$ cat config.mk
export PLATFORM = sky130hd
export DESIGN_NAME = seq_ctrl
export DESIGN_NICKNAME = d
export VERILOG_FILES = /design/src/rtl/seq_ctrl.sv
export SDC_FILE = /design/constraint.sdc
export NUM_CORES = 1
export LEC_CHECK = 0
export ABC_CLOCK_PERIOD_IN_PS = 3000
export BUFFER_PORTS_ARGS = -buffer_cell sky130_fd_sc_hd__buf_2
export CORE_UTILIZATION = 40
export DETAILED_ROUTE_END_ITERATION = 8
export SYNTH_ARGS = -nofsm -noshare
export SYNTH_HDL_FRONTEND = slang
export SYNTH_SLANG_ARGS = --single-unit
$ cat constraint.sdc
create_clock -name clk -period 3 [get_ports clk]
set_input_delay 0.15 -clock clk [delete_from_list [all_inputs] [get_ports clk]]
set_output_delay 0.15 -clock clk [all_outputs]
set_load 0.02 [all_outputs]
$ cat src/rtl/seq_ctrl.sv
// Sequencer for the register-file/RAM recurrence datapath (seeds, then x[k]=f(...)).
// Optional clear phase before seeding is compiled in with `define SEQ_CLEAR_EN.
module seq_ctrl #(
    parameter int AW = 6
) (
    input  logic          clk,
    input  logic          rst,
    input  logic          start,
    input  logic [AW-1:0] len,
    input  logic          mode,
    output logic          wer,
    output logic          seed_sel,
    output logic [AW-1:0] addr1,
    output logic [AW-1:0] addr2,
    output logic [AW-1:0] addr3,
    output logic          wea,
    output logic [AW-1:0] addr_ram,
    output logic          clr,
    output logic          busy,
    output logic          done
);

    localparam logic [2:0] S_IDLE  = 3'd0;
`ifdef SEQ_CLEAR_EN
    localparam logic [2:0] S_CLEAR = 3'd1;
`endif
    localparam logic [2:0] S_SEED0 = 3'd2;
    localparam logic [2:0] S_SEED1 = 3'd3;
    localparam logic [2:0] S_RUN   = 3'd4;
    localparam logic [2:0] S_DONE  = 3'd5;

    localparam logic [AW-1:0] ONE  = AW'(1);
    localparam logic [AW-1:0] TWO  = AW'(2);
    localparam logic [AW-1:0] ALL1 = '1;

    logic [2:0]    state, state_n;
    logic [AW-1:0] k, k_n, len_q, len_n;
    logic [AW-1:0] a1_n, a2_n, a3_n;
    logic          mode_q, mode_n, wer_n, seed_n;

    // Next state and the output values that belong to that next state, so
    // every output is registered yet valid for the whole state cycle.
    always_comb begin
        state_n = state;
        k_n     = k;
        len_n   = len_q;
        mode_n  = mode_q;
        wer_n   = 1'b0;
        seed_n  = 1'b0;
        a1_n    = addr1;
        a2_n    = addr2;
        a3_n    = addr3;
        case (state)
            S_IDLE: begin
                if (start) begin
                    len_n  = (len < TWO) ? TWO : len;
                    mode_n = mode;
                    wer_n  = 1'b1;
                    a3_n   = '0;
`ifdef SEQ_CLEAR_EN
                    state_n = S_CLEAR;
`else
                    state_n = S_SEED0;
                    seed_n  = 1'b1;
`endif
                end
            end
`ifdef SEQ_CLEAR_EN
            S_CLEAR: begin
                wer_n = 1'b1;
                if (addr3 == ALL1) begin
                    state_n = S_SEED0;
                    seed_n  = 1'b1;
                    a3_n    = '0;
                end else begin
                    a3_n = addr3 + ONE;
                end
            end
`endif
            S_SEED0: begin
                state_n = S_SEED1;
                wer_n   = 1'b1;
                seed_n  = 1'b1;
                a3_n    = ONE;
                k_n     = TWO;
            end
            S_SEED1: begin
                if (len_q == TWO) begin
                    state_n = S_DONE;
                end else begin
                    state_n = S_RUN;
                    wer_n   = 1'b1;
                    a3_n    = k;
                    a2_n    = k - ONE;
                    a1_n    = mode_q ? (k - ONE) : (k - TWO);
                end
            end
            S_RUN: begin
                if (k == len_q - ONE) begin
                    state_n = S_DONE;
                end else begin
                    k_n   = k + ONE;
                    wer_n = 1'b1;
                    a3_n  = k + ONE;
                    a2_n  = k;
                    a1_n  = mode_q ? k : (k - ONE);
                end
            end
            S_DONE:  state_n = S_IDLE;
            default: state_n = S_IDLE;
        endcase
    end

    always_ff @(posedge clk or posedge rst) begin
        if (rst) begin
            state    <= S_IDLE;
            k        <= '0;
            len_q    <= TWO;
            mode_q   <= 1'b0;
            wer      <= 1'b0;
            seed_sel <= 1'b0;
            addr1    <= '0;
            addr2    <= ONE;
            addr3    <= '0;
            wea      <= 1'b0;
            addr_ram <= '0;
            busy     <= 1'b0;
            done     <= 1'b0;
        end else begin
            state    <= state_n;
            k        <= k_n;
            len_q    <= len_n;
            mode_q   <= mode_n;
            wer      <= wer_n;
            seed_sel <= seed_n;
            addr1    <= a1_n;
            addr2    <= a2_n;
            addr3    <= a3_n;
            // RAM captures last cycle's register-file write; clear writes never reach it
            wea      <= wer & ~clr;
            addr_ram <= addr3;
            busy     <= (state_n != S_IDLE);
            done     <= (state_n == S_DONE);
        end
    end

`ifdef SEQ_CLEAR_EN
    always_ff @(posedge clk or posedge rst) begin
        if (rst) clr <= 1'b0;
        else     clr <= (state_n == S_CLEAR);
    end
`else
    assign clr = 1'b0;
`endif

endmodule
* Yosys cells after proc, flatten, opt, wreduce, memory -nomap -nowiden
Cells that the tools add are included.
** Word-level totals
- Bits in writable memories :: 0
- Output and inout port bits :: 30
- Memories :: 0
- Bits in read-only memories :: 0
- Register bits after elaboration :: 45
- Bits in latches :: 0
- Bits of input ports :: 10
** Cells by class
- Magnitude comparators :: 1
- Multipliers :: 0
- Muxes and demuxes :: 23
- Equal/unequal tests :: 9
- Divide/modulo/power cells :: 0
- $add $sub $neg :: 4
- Bitwise gates (word level) :: 0
- Shift operators :: 0
- Reductions and logical operators :: 9
** Operators with widths (count)
- $mux 6 :: 10
- $pmux 6 s2 :: 3
- $pmux 6 s4 :: 1
- $pmux 3 s4 :: 1
- $sub 6x1->6 const B :: 2
- $add 6x1->6 const B :: 1
- $eq 3x2->1 const B :: 2
- $eq 3x3->1 const B :: 2
- $eq 6x2->1 const B :: 1
- $eq 6x6->1 :: 1
- $lt 6x2->1 const B :: 1
- $mux 3 :: 2
- $ne 2x2->1 const B :: 3
- $sub 6x2->6 const B :: 1
- $mux 1 :: 4
- $pmux 1 s4 :: 1
- $reduce_and 2->1 :: 2
- $reduce_and 4->1 :: 1
- $reduce_bool 2->1 :: 2
- $reduce_bool 4->1 :: 1
- $logic_not 3->1 :: 1
- $reduce_and 3->1 :: 1
- $reduce_bool 3->1 :: 1
- $pmux 1 s2 :: 1

* Logic depth before layout (Yosys ltp)
Gate-level depths: netlist of the first run.
- Word-level depth :: 5
- Depth in mapped cells :: 10

* Worst setup path after synthesis of the first run
OpenSTA, ideal clock, no wires.
- Path kind :: register to register
- Start point :: reg len_q[1]
- End point :: reg addr3[0]
- Data required time :: 2875 ps
- Path slack :: 771 ps
- Cell stages (with the launch flop) :: 9
- Arrival :: 2104 ps
- Clock period less this slack :: 2229 ps
- Path buffers :: 1
- Setup time :: 125 ps
- Path through :: dfstp_2 inv_1 ha_1 or3_1 a31oi_2 nand3_2 o221a_1 buf_4 mux2_4
** On the way
- Word-level cells in the longest chain between the ends :: 4
** Ends and longest elaborated chain
- start, declared :: line 37 : logic [AW-1:0] k, k_n, len_q, len_n;
- start signal, assigned :: line 132 : len_q <= len_n;
- $sub 6x1->6 :: line 99 : if (k == len_q - ONE) begin
- $eq 6x6->1 :: line 99
- $ne 2x2->1 (no source line)
- $reduce_and 4->1 (no source line) *
- end signal, assigned :: line 138 : addr3 <= a3_n;
- end, declared :: line 15 : output logic [AW-1:0] addr3,
Mark *: on every way between the ends. The rest lies on a longest branch, timed or not.
A chain may end at the register's enable or synchronous reset.

* Worst setup path in the final report of the first run
Ends and elaborated chain as after synthesis.

==> results of run 1 <==
## cell usage after synthesis (all sizes together), types with 9 or more instances
library cell,number,area share
dfrtp,43,0.42
nand2,32,0.047
o21ai,20,0.039
inv,15,0.023
nor2,15,0.022
a21oi,14,0.028
xnor2,14,0.048
buf,10,0.022
mux2i,10,0.039
o22ai,10,0.025
nor3,9,0.018
## layout make-up
type | count | area (µm²)
sequential | 45 | 1130
tap | 75 | 93.8
timing repair buffer | 45 | 243
clock buffer | 5 | 68.8
fill | 601 | 3090
inverter | 15 | 58.8
clock inverter | 3 | 68.8
multi-input combinational | 190 | 1270
## logic make-up (layout without fill, tap and decap cells)
logic type	count (synthesis)	after routing	synth area share
other	1	1	0.00147
adders and majority gates	9	9	0.0433
AOI/OAI and AO/OA	68	68	0.174
buffers and inverters	33	68	0.0566
muxes	18	18	0.0792
xor gates and xnor gates	15	15	0.0517
DFF	45	45	0.444
and+or+nand+nor	79	79	0.150
## flip-flops by register name (all words and copies together), names as in the netlist, 3 cells and up
signal / cells
addr3: 6
addr1: 6
addr_ram: 6
k: 6
state: 3
len_q: 6
addr2: 6
## layer usage
metal  wire (µm)  vias up
li1            -     1010
met1        2680      982
met2        2480       55
met3         274        7
met4          54        0
met5           0        -
## how the worst max path moves through the flow
stage	start	end	slack, ps	cells past startpoint
final	len_q[1]	addr3[0]	640	7
after global routing	len_q[1]	addr2[5]	510	8
after CTS	len_q[1]	addr3[0]	650	7
after detailed placement	len_q[1]	addr2[2]	660	8
after global placement	len_q[1]	addr3[1]	690	7
after floorplan	len_q[1]	addr3[0]	770	8
## where the power goes
part	switching [mW]	total, mW	internal (mW)
clock network	0.218	0.553	0.335
registers	0.200	1.02	0.823
logic	0.793	1.38	0.582
total	1.21	2.95	1.74
## critical path: cells and delay by family, from the launching register on
kind,cells,cell delay [ps]
flip-flops,1,560
adder cells (fa/ha/maj),1,200
multiplexers,1,340
buffers and inverters,1,60
AO/OA/AOI/OAI,2,590
AND/OR/NAND/NOR,2,510
## through the flow
step	std cells	utilization	power (mW)	instance area, µm²	hold WS, ps
finish	378	0.487	2.95	2930	50.9
global route	378	0.487	3.18	2930	78.1
CTS	378	0.487	2.98	2930	47.9
detailed placement	370	0.464	2.41	2790	362
global placement	370	0.464	2.40	2790	361
floorplan	268	-	2.07	2540	267
==> impl_metrics.py, run 1 <==
metrics = {
    "grt": {
        "grt.busiest_layer": "met2",
        "grt_pass1_wl_um": 9390,
        "first_global_vias": 1955,
        "grtUsageMet3": 0.0400,
        "antenna_found_initial": 0,
        "grt_use_total": 0.185,
        "grt-ovfl-total": 0,
        "grt_max_degree": 46,
        "gr-usage-met2": 0.297,
        "grtUsageMet1": 0.252,
    },
    "logic_synthesis": {
        "syn_inst": 268,
        "netlist_area_um2": 2540,
        "ys_ff_latch": 45,
        "seq_area_frac_synth": 0.444,
        "ys_warn_count": 0,
        "synth_async_sr_flop_share": 1.00,
        "synth.avg_cell_area_um2": 9.49,
        "synthFlopType": "dfrtp_1",
        "synth_fp_nets": 286,
        "synth_edf_count": 0,
        "synth.distinct_cells": 55,
    },
    "cells_and_area": {
        "final_cell_mix": "43 x dfrtp_1, 38 x buf_2, 32 x nand2_1",
        "layout_commonest_cell": "dfrtp_1",
        "syn_to_final_growth_pct": 15.3,
        "final_nets": 320,
        "layout-drive-gt1-share": 0.221,
        "diodes": 0,
    },
    "timing": {
        "hold_viol": 0,
        "worst_slew_pin_slew_ps": 931,
        "max_freq_ghz": 0.424,
        "setup_viol": 0,
        "relSlewSlack": 0.378,
        "slew_viol_final": 0,
        "fin_skew_ps": 7.29,
        "min_period_over_period": 0.787,
        "fin_crit_ps": 2360,
        "rsz0062_at_grt": "false",
        "setup_tns_ps": 0,
        "fin_ws_ps": 639,
    },
    "clocking": {
        "worst_setup_hold_path_clk_slew_ps": 90,
        "htree_levels": 2,
        "ctsResizeCount": 0,
        "clockBufferDepth": 2,
        "cts_sinks": 45,
        "clock-root-buffer": "clkbuf_8",
        "tritoncts": "built",
        "cts_setup_buffers": 0,
        "clk_latency_ps": 300,
        "cts.hold.buffers_added": 0,
        "cts_buffers": 5,
    },
    "flow_run": {
        "max_cap_viol_count": 0,
    },
    "routing": {
        "drc": 0,
        "drt_wl_total_um": 5490,
        "ant_nets": 0,
        "drt_iter0_drc": 126,
        "dr_total_vias": 2054,
        "routedWlPerCell_um": 14.5,
        "firstDrtPassIters": 5,
        "via_per_inst": 5.43,
    },
    "placement": {
        "numPortBuffers": 38,
        "post-dp-hpwl_um": 3860,
        "gp_congestion": 0.817,
        "place_ws_ps": 664,
    },
    "floorplan": {
        "die_w_um": 81.7,
        "dieArea_um2": 6680,
        "start_util": 0.422,
        "rows": 28,
        "die_h_um": 81.7,
        "pin_count": 40,
        "coreArea_um2": 6030,
    },
    "run_status": {
        "outcome": "finished clean",
    },
    "worst_setup_path": {
        "critPathSlowestCell": "dfstp_2",
        "max_stage_delay_ps": 560,
        "arrival_ps": 2550,
        "timing.rr.start": "len_q[1]",
        "reg2reg_to": "addr3[0]",
        "ff2ff_path_depth": 7,
        "critPathCaptureType": "flip-flop",
        "start_kind": "flip-flop",
        "crit_fanout": 7,
        "required_ps": 3190,
        "path_cells": "inv_1 -> ha_1 -> or3_1 -> a31oi_2 -> nand3_2 -> o221a_1 -> mux2_4",
        "worst-setup-path-type": "reg2reg",
        "reg2reg_slack_ps": 640,
    },
    "worst_hold_path": {
        "hold_path_class": "in2async",
    },
    "power": {
        "power.density_nw_per_um2": 1010,
        "p_leak_nw": 1.39,
        "vdd_drop_max_mv": 0.543,
    },
}
(Power assumes the default switching activity.)
==> run 2: changes to the inputs <==
--- a/config.mk
+++ b/config.mk
@@ -5,7 +5,7 @@
 export SDC_FILE = /design/constraint.sdc
 export NUM_CORES = 1
 export LEC_CHECK = 0
-export ABC_CLOCK_PERIOD_IN_PS = 3000
+export ABC_CLOCK_PERIOD_IN_PS = 2300
 export BUFFER_PORTS_ARGS = -buffer_cell sky130_fd_sc_hd__buf_2
 export CORE_UTILIZATION = 40
 export DETAILED_ROUTE_END_ITERATION = 8
==> constraint.sdc (replaced) <==
create_clock -name clk -period 2.3 [get_ports clk]
set_input_delay 0.115 -clock clk [delete_from_list [all_inputs] [get_ports clk]]
set_output_delay 0.115 -clock clk [all_outputs]
set_load 0.02 [all_outputs]
==> run 2 against run 1 <==
Critical path depth is the same; sequential share of layout area is 2.2 points lower; critical endpoint is now k[2]; critical path type unchanged; largest power group unchanged; power grew 38%; design area increased by 6.1%.
==> impl_metrics.py, run 2 (same netlist as run 1, synthesis figures left out) <==
metrics = {
    "grt": {
        "grt_max_degree": 26,
        "grt-ovfl-total": 0,
        "antenna_found_initial": 0,
        "grt_pass1_wl_um": 9870,
        "grt_use_total": 0.197,
        "first_global_vias": 2054,
    },
    "worst_setup_path": {
        "reg2reg_slack_ps": 60,
        "crit_fanout": 5,
        "start_kind": "flip-flop",
        "critPathLaunch": "len_q[1]",
        "timing.rr.start": "len_q[1]",
        "ff2ff_path_depth": 7,
        "reg2reg_to": "k[2]",
        "crit_end": "k[2]",
        "required_ps": 2470,
        "worst-setup-path-type": "reg2reg",
        "arrival_ps": 2410,
        "critPathCaptureType": "flip-flop",
    },
    "clocking": {
        "clockBufferDepth": 2,
        "cts_sinks": 45,
        "clock-root-buffer": "clkbuf_8",
        "cts_buffers": 5,
        "tritoncts": "built",
        "htree_levels": 2,
        "clk_latency_ps": 300,
        "worst_setup_hold_path_clk_slew_ps": 90,
    },
    "cells_and_area": {
        "syn_to_final_growth_pct": 22.3,
        "final_cell_mix": "43 x dfrtp_1, 39 x buf_2, 32 x nand2_1",
        "layout-drive-gt1-share": 0.274,
        "layout_commonest_cell": "dfrtp_1",
        "final_nets": 338,
        "diodes": 0,
    },
    "routing": {
        "ant_nets": 0,
        "routedWlPerCell_um": 15.3,
        "drc": 0,
        "via_per_inst": 5.51,
        "firstDrtPassIters": 4,
        "dr_total_vias": 2180,
        "drt_iter0_drc": 182,
        "drt_wl_total_um": 6050,
    },
    "power": {
        "power.density_nw_per_um2": 1310,
        "p_leak_nw": 1.48,
        "vdd_drop_max_mv": 0.576,
    },
    "floorplan": {
        "pin_count": 40,
        "rows": 28,
        "coreArea_um2": 6030,
        "die_h_um": 81.7,
        "dieArea_um2": 6680,
        "start_util": 0.422,
        "die_w_um": 81.7,
    },
    "run_status": {
        "outcome": "finished clean",
    },
    "timing": {
        "fin_skew_ps": 12.1,
        "slew_viol_final": 0,
        "hold_viol": 0,
        "fin_crit_ps": 2240,
        "min_period_over_period": 0.972,
        "holdWs_ps": 11.0,
        "setup_viol": 0,
        "setup_tns_ps": 0,
        "max_freq_ghz": 0.447,
        "rsz0062_at_grt": "false",
    },
    "flow_run": {
        "max_cap_viol_count": 0,
    },
    "placement": {
        "gp_congestion": 0.843,
        "numPortBuffers": 38,
        "post-dp-hpwl_um": 4340,
    },
    "worst_hold_path": {
        "hold_path_class": "in2reg",
    },
}
[run 2: timing repair]
item,4_1_cts,5_1_grt
hold buffers,1,0
resized for setup,0,10
hold endpoints to repair,18,0
endpoints found under the setup margin,0,9
buffers inserted,0,2
[run 2: worst min-delay path by stage]
stage | from | endpoint | cells after the start
after global routing | mode | mode_q | 3
after floorplan | mode | mode_q | 2
after detailed placement | rst | state[1] | 2
after CTS | mode | mode_q | 3
final | mode | mode_q | 3
after global placement | rst | seed_sel | 2
[run 2: per-stage QoR]
stage / util / cell area, µm² / instances / setup WS, ps / total power [mW]
after detailed placement: 0.481 / 2900 / 384 / 36.4 / 3.28
after global placement: 0.481 / 2900 / 384 / 80.9 / 3.24
after floorplan: - / 2540 / 268 / 71.0 / 2.70
after global routing: 0.516 / 3110 / 396 / 8.52 / 4.37
final: 0.516 / 3110 / 396 / 64.1 / 4.07
after CTS: 0.505 / 3040 / 393 / 26.0 / 4.01
[run 2: final cells by class]
type | instances | area (µm²)
clock buffer | 5 | 68.8
clock inverter | 3 | 65.1
fill | 561 | 2920
inverter | 15 | 58.8
multi-input combinational | 190 | 1310
sequential | 45 | 1130
tap | 75 | 93.8
timing repair buffer | 63 | 389
[run 2: worst max-delay path, stage by stage (launching register included)]
cell	delay, ps
dfstp_2	540
inv_1	50
ha_1	200
or3_1	420
a31oi_4	180
nand3_4	140
and3_1	210
or3b_1	380
[run 2: metal layers]
metal  GRT usage  share of wire
met2       0.315           0.46
met1       0.271           0.48
met4      0.0596          0.010
met3      0.0356          0.047
met5           0              0
[run 2: where the power goes]
| group | switching (mW) | internal (mW) |
|---|---|---|
| clock network | 0.278 | 0.432 |
| logic | 1.18 | 0.892 |
| registers | 0.215 | 1.07 |
==> run 3: changes to the inputs <==
--- a/config.mk
+++ b/config.mk
@@ -5,7 +5,7 @@
 export SDC_FILE = /design/constraint.sdc
 export NUM_CORES = 1
 export LEC_CHECK = 0
-export ABC_CLOCK_PERIOD_IN_PS = 2300
+export ABC_CLOCK_PERIOD_IN_PS = 2000
 export BUFFER_PORTS_ARGS = -buffer_cell sky130_fd_sc_hd__buf_2
 export CORE_UTILIZATION = 40
 export DETAILED_ROUTE_END_ITERATION = 8
==> constraint.sdc (replaced) <==
create_clock -name clk -period 2 [get_ports clk]
set_input_delay 0.1 -clock clk [delete_from_list [all_inputs] [get_ports clk]]
set_output_delay 0.1 -clock clk [all_outputs]
set_load 0.02 [all_outputs]
==> run 3 against run 2 <==
Cell count grew 4.5%; via count up 0.73%; clock skew shrank 6.1 ps; sequential share of layout area fell by 2.5 points; non-clock buffer count increased by 18; critical path depth up 3; the run now ends with setup timing left; die area did not move; global-route usage is 0.35 points higher; hold slack improved by 17 ps; clock-buffer cell count rose by 1; critical endpoint is now k[4]; clock power rose by 2%.
==> impl_metrics.py, run 3 (same netlist as run 1, synthesis figures left out) <==
metrics = {
    "worst_setup_path": {
        "path_buf_inv": 4,
        "arrival_ps": 2440,
        "critPathSlowestCell": "dfstp_2",
        "critPathCaptureType": "flip-flop",
        "path_cells": "inv_2 -> ha_4 -> or3_4 -> a31oi_4 -> buf_4 -> buf_4 -> a31oi_2 -> buf_4 -> a41o_1 -> nand3_2",
        "max_stage_delay_ps": 540,
        "cpMostUsedCell": "buf_4",
        "required_ps": 2240,
        "cp_top_family": "flip-flops",
        "start_kind": "flip-flop",
        "worst-setup-path-type": "reg2reg",
        "crit_fanout": 3,
    },
    "grt": {
        "first_global_vias": 2086,
        "grt-ovfl-total": 0,
        "grt_max_degree": 24,
        "grt_use_total": 0.201,
        "grt_pass1_wl_um": 10200,
        "antenna_found_initial": 0,
    },
    "placement": {
        "post-dp-hpwl_um": 4350,
        "dp_cells": 396,
        "dpl_cell_area_um2": 3010,
        "numPortBuffers": 38,
        "place_ws_ps": -161,
        "gp_congestion": 0.859,
    },
    "timing": {
        "rsz0062_at_grt": "true",
        "slew_viol_final": 0,
        "max_freq_ghz": 0.455,
        "setup_viol": 25,
        "fin_crit_ps": 2200,
        "worst_slew_pin_slew_ps": 517,
        "hold_viol": 0,
        "fin_skew_ps": 5.92,
        "fin_ws_ps": -197,
        "relSlewSlack": 0.655,
        "min_period_over_period": 1.10,
    },
    "routing": {
        "via_per_inst": 5.30,
        "routedWlPerCell_um": 14.4,
        "firstDrtPassIters": 4,
        "dr_total_vias": 2196,
        "drt_wl_total_um": 5960,
        "drc": 0,
        "drt_iter0_drc": 126,
        "ant_nets": 0,
    },
    "run_status": {
        "violations": "setup timing",
        "outcome": "finished, violations left",
    },
    "cells_and_area": {
        "fin_cells": 414,
        "fillCellCount": 553,
        "syn_to_final_growth_pct": 31.3,
        "final_core_util": 0.554,
        "layout-drive-gt1-share": 0.348,
        "final_nets": 356,
        "layout_commonest_cell": "dfrtp_1",
        "final_cell_mix": "43 x dfrtp_1, 38 x buf_2, 34 x buf_4",
        "multi_input_area_um2": 1380,
        "seq_area_um2": 1130,
        "fin_area_um2": 3340,
        "diodes": 0,
    },
    "worst_hold_path": {
        "hold_path_class": "in2reg",
    },
    "floorplan": {
        "start_util": 0.422,
        "die_h_um": 81.7,
        "die_w_um": 81.7,
        "rows": 28,
        "pin_count": 40,
        "coreArea_um2": 6030,
        "dieArea_um2": 6680,
    },
    "clocking": {
        "htree_levels": 2,
        "tritoncts": "built",
        "cts_sinks": 45,
        "clock-root-buffer": "clkbuf_8",
        "clk_latency_ps": 300,
        "worst_setup_hold_path_clk_slew_ps": 90,
        "clockBufferDepth": 2,
        "cts_buffers": 5,
    },
    "flow_run": {
        "max_cap_viol_count": 0,
    },
    "power": {
        "power_mw": 4.92,
        "vdd_drop_max_mv": 0.662,
        "power.density_nw_per_um2": 1480,
        "p_leak_nw": 1.60,
    },
}
## run 3: routing by layer
layer,up-vias,track usage,part of all wire
li1,1086,-,-
met2,57,0.320,0.46
met4,0,0.0719,0.016
met5,-,0,0
met3,7,0.0378,0.050
met1,1046,0.271,0.47
## run 3: per-stage QoR
stage	setup TNS [ps]	hold WS [ps]
6_report	-2870	27.9
3_5_place_dp	-1510	173
4_1_cts	-2010	25.0
5_1_grt	-4440	28.2
3_3_place_gp	-1210	160
2_1_floorplan	-643	217
## run 3: final timing paths
kind / endpoint / startpoint / slack, ps / depth (start not counted)
setup / recovery: k[4] / len_q[1] / -200 / 10
hold / removal: len_q[1] / len[1] / 30 / 2
setup reg to reg: k[4] / len_q[1] / -200 / 10
hold reg to reg: wea / wer / 380 / 0
max in group asynchronous: done / rst / 1140 / 4
min in group asynchronous: seed_sel / rst / 370 / 3
## run 3: cell type report
cell class	count	share of cell area
clock buffers	6	0.0247
inverters	15	0.0176
repair buffers	81	0.168
flip-flops and latches	45	0.338
clock inverters	2	0.0112
well taps	75	0.0281
multi-input cells	190	0.412
## run 3: timing repair
action                                  CTS  global route
endpoints found under the setup margin   15            27
buffers inserted                          6             2
resized for setup                        15            13
pin swaps                                 7             5
endpoints found under the hold margin    21             0
hold buffers                              2             0
## run 3: worst reg2reg max path: stages (launching register included)
cell     delay, ps
dfstp_2        540
inv_2           50
ha_4           150
or3_4          390
a31oi_4        200
buf_4          140
buf_4           90
a31oi_2         80
buf_4          160
a41o_1         250
nand3_2         70
## run 3: report_power, final
group	switching, mW	internal, mW
combinational	1.44	1.28
clock	0.318	0.406
sequential	0.244	1.24
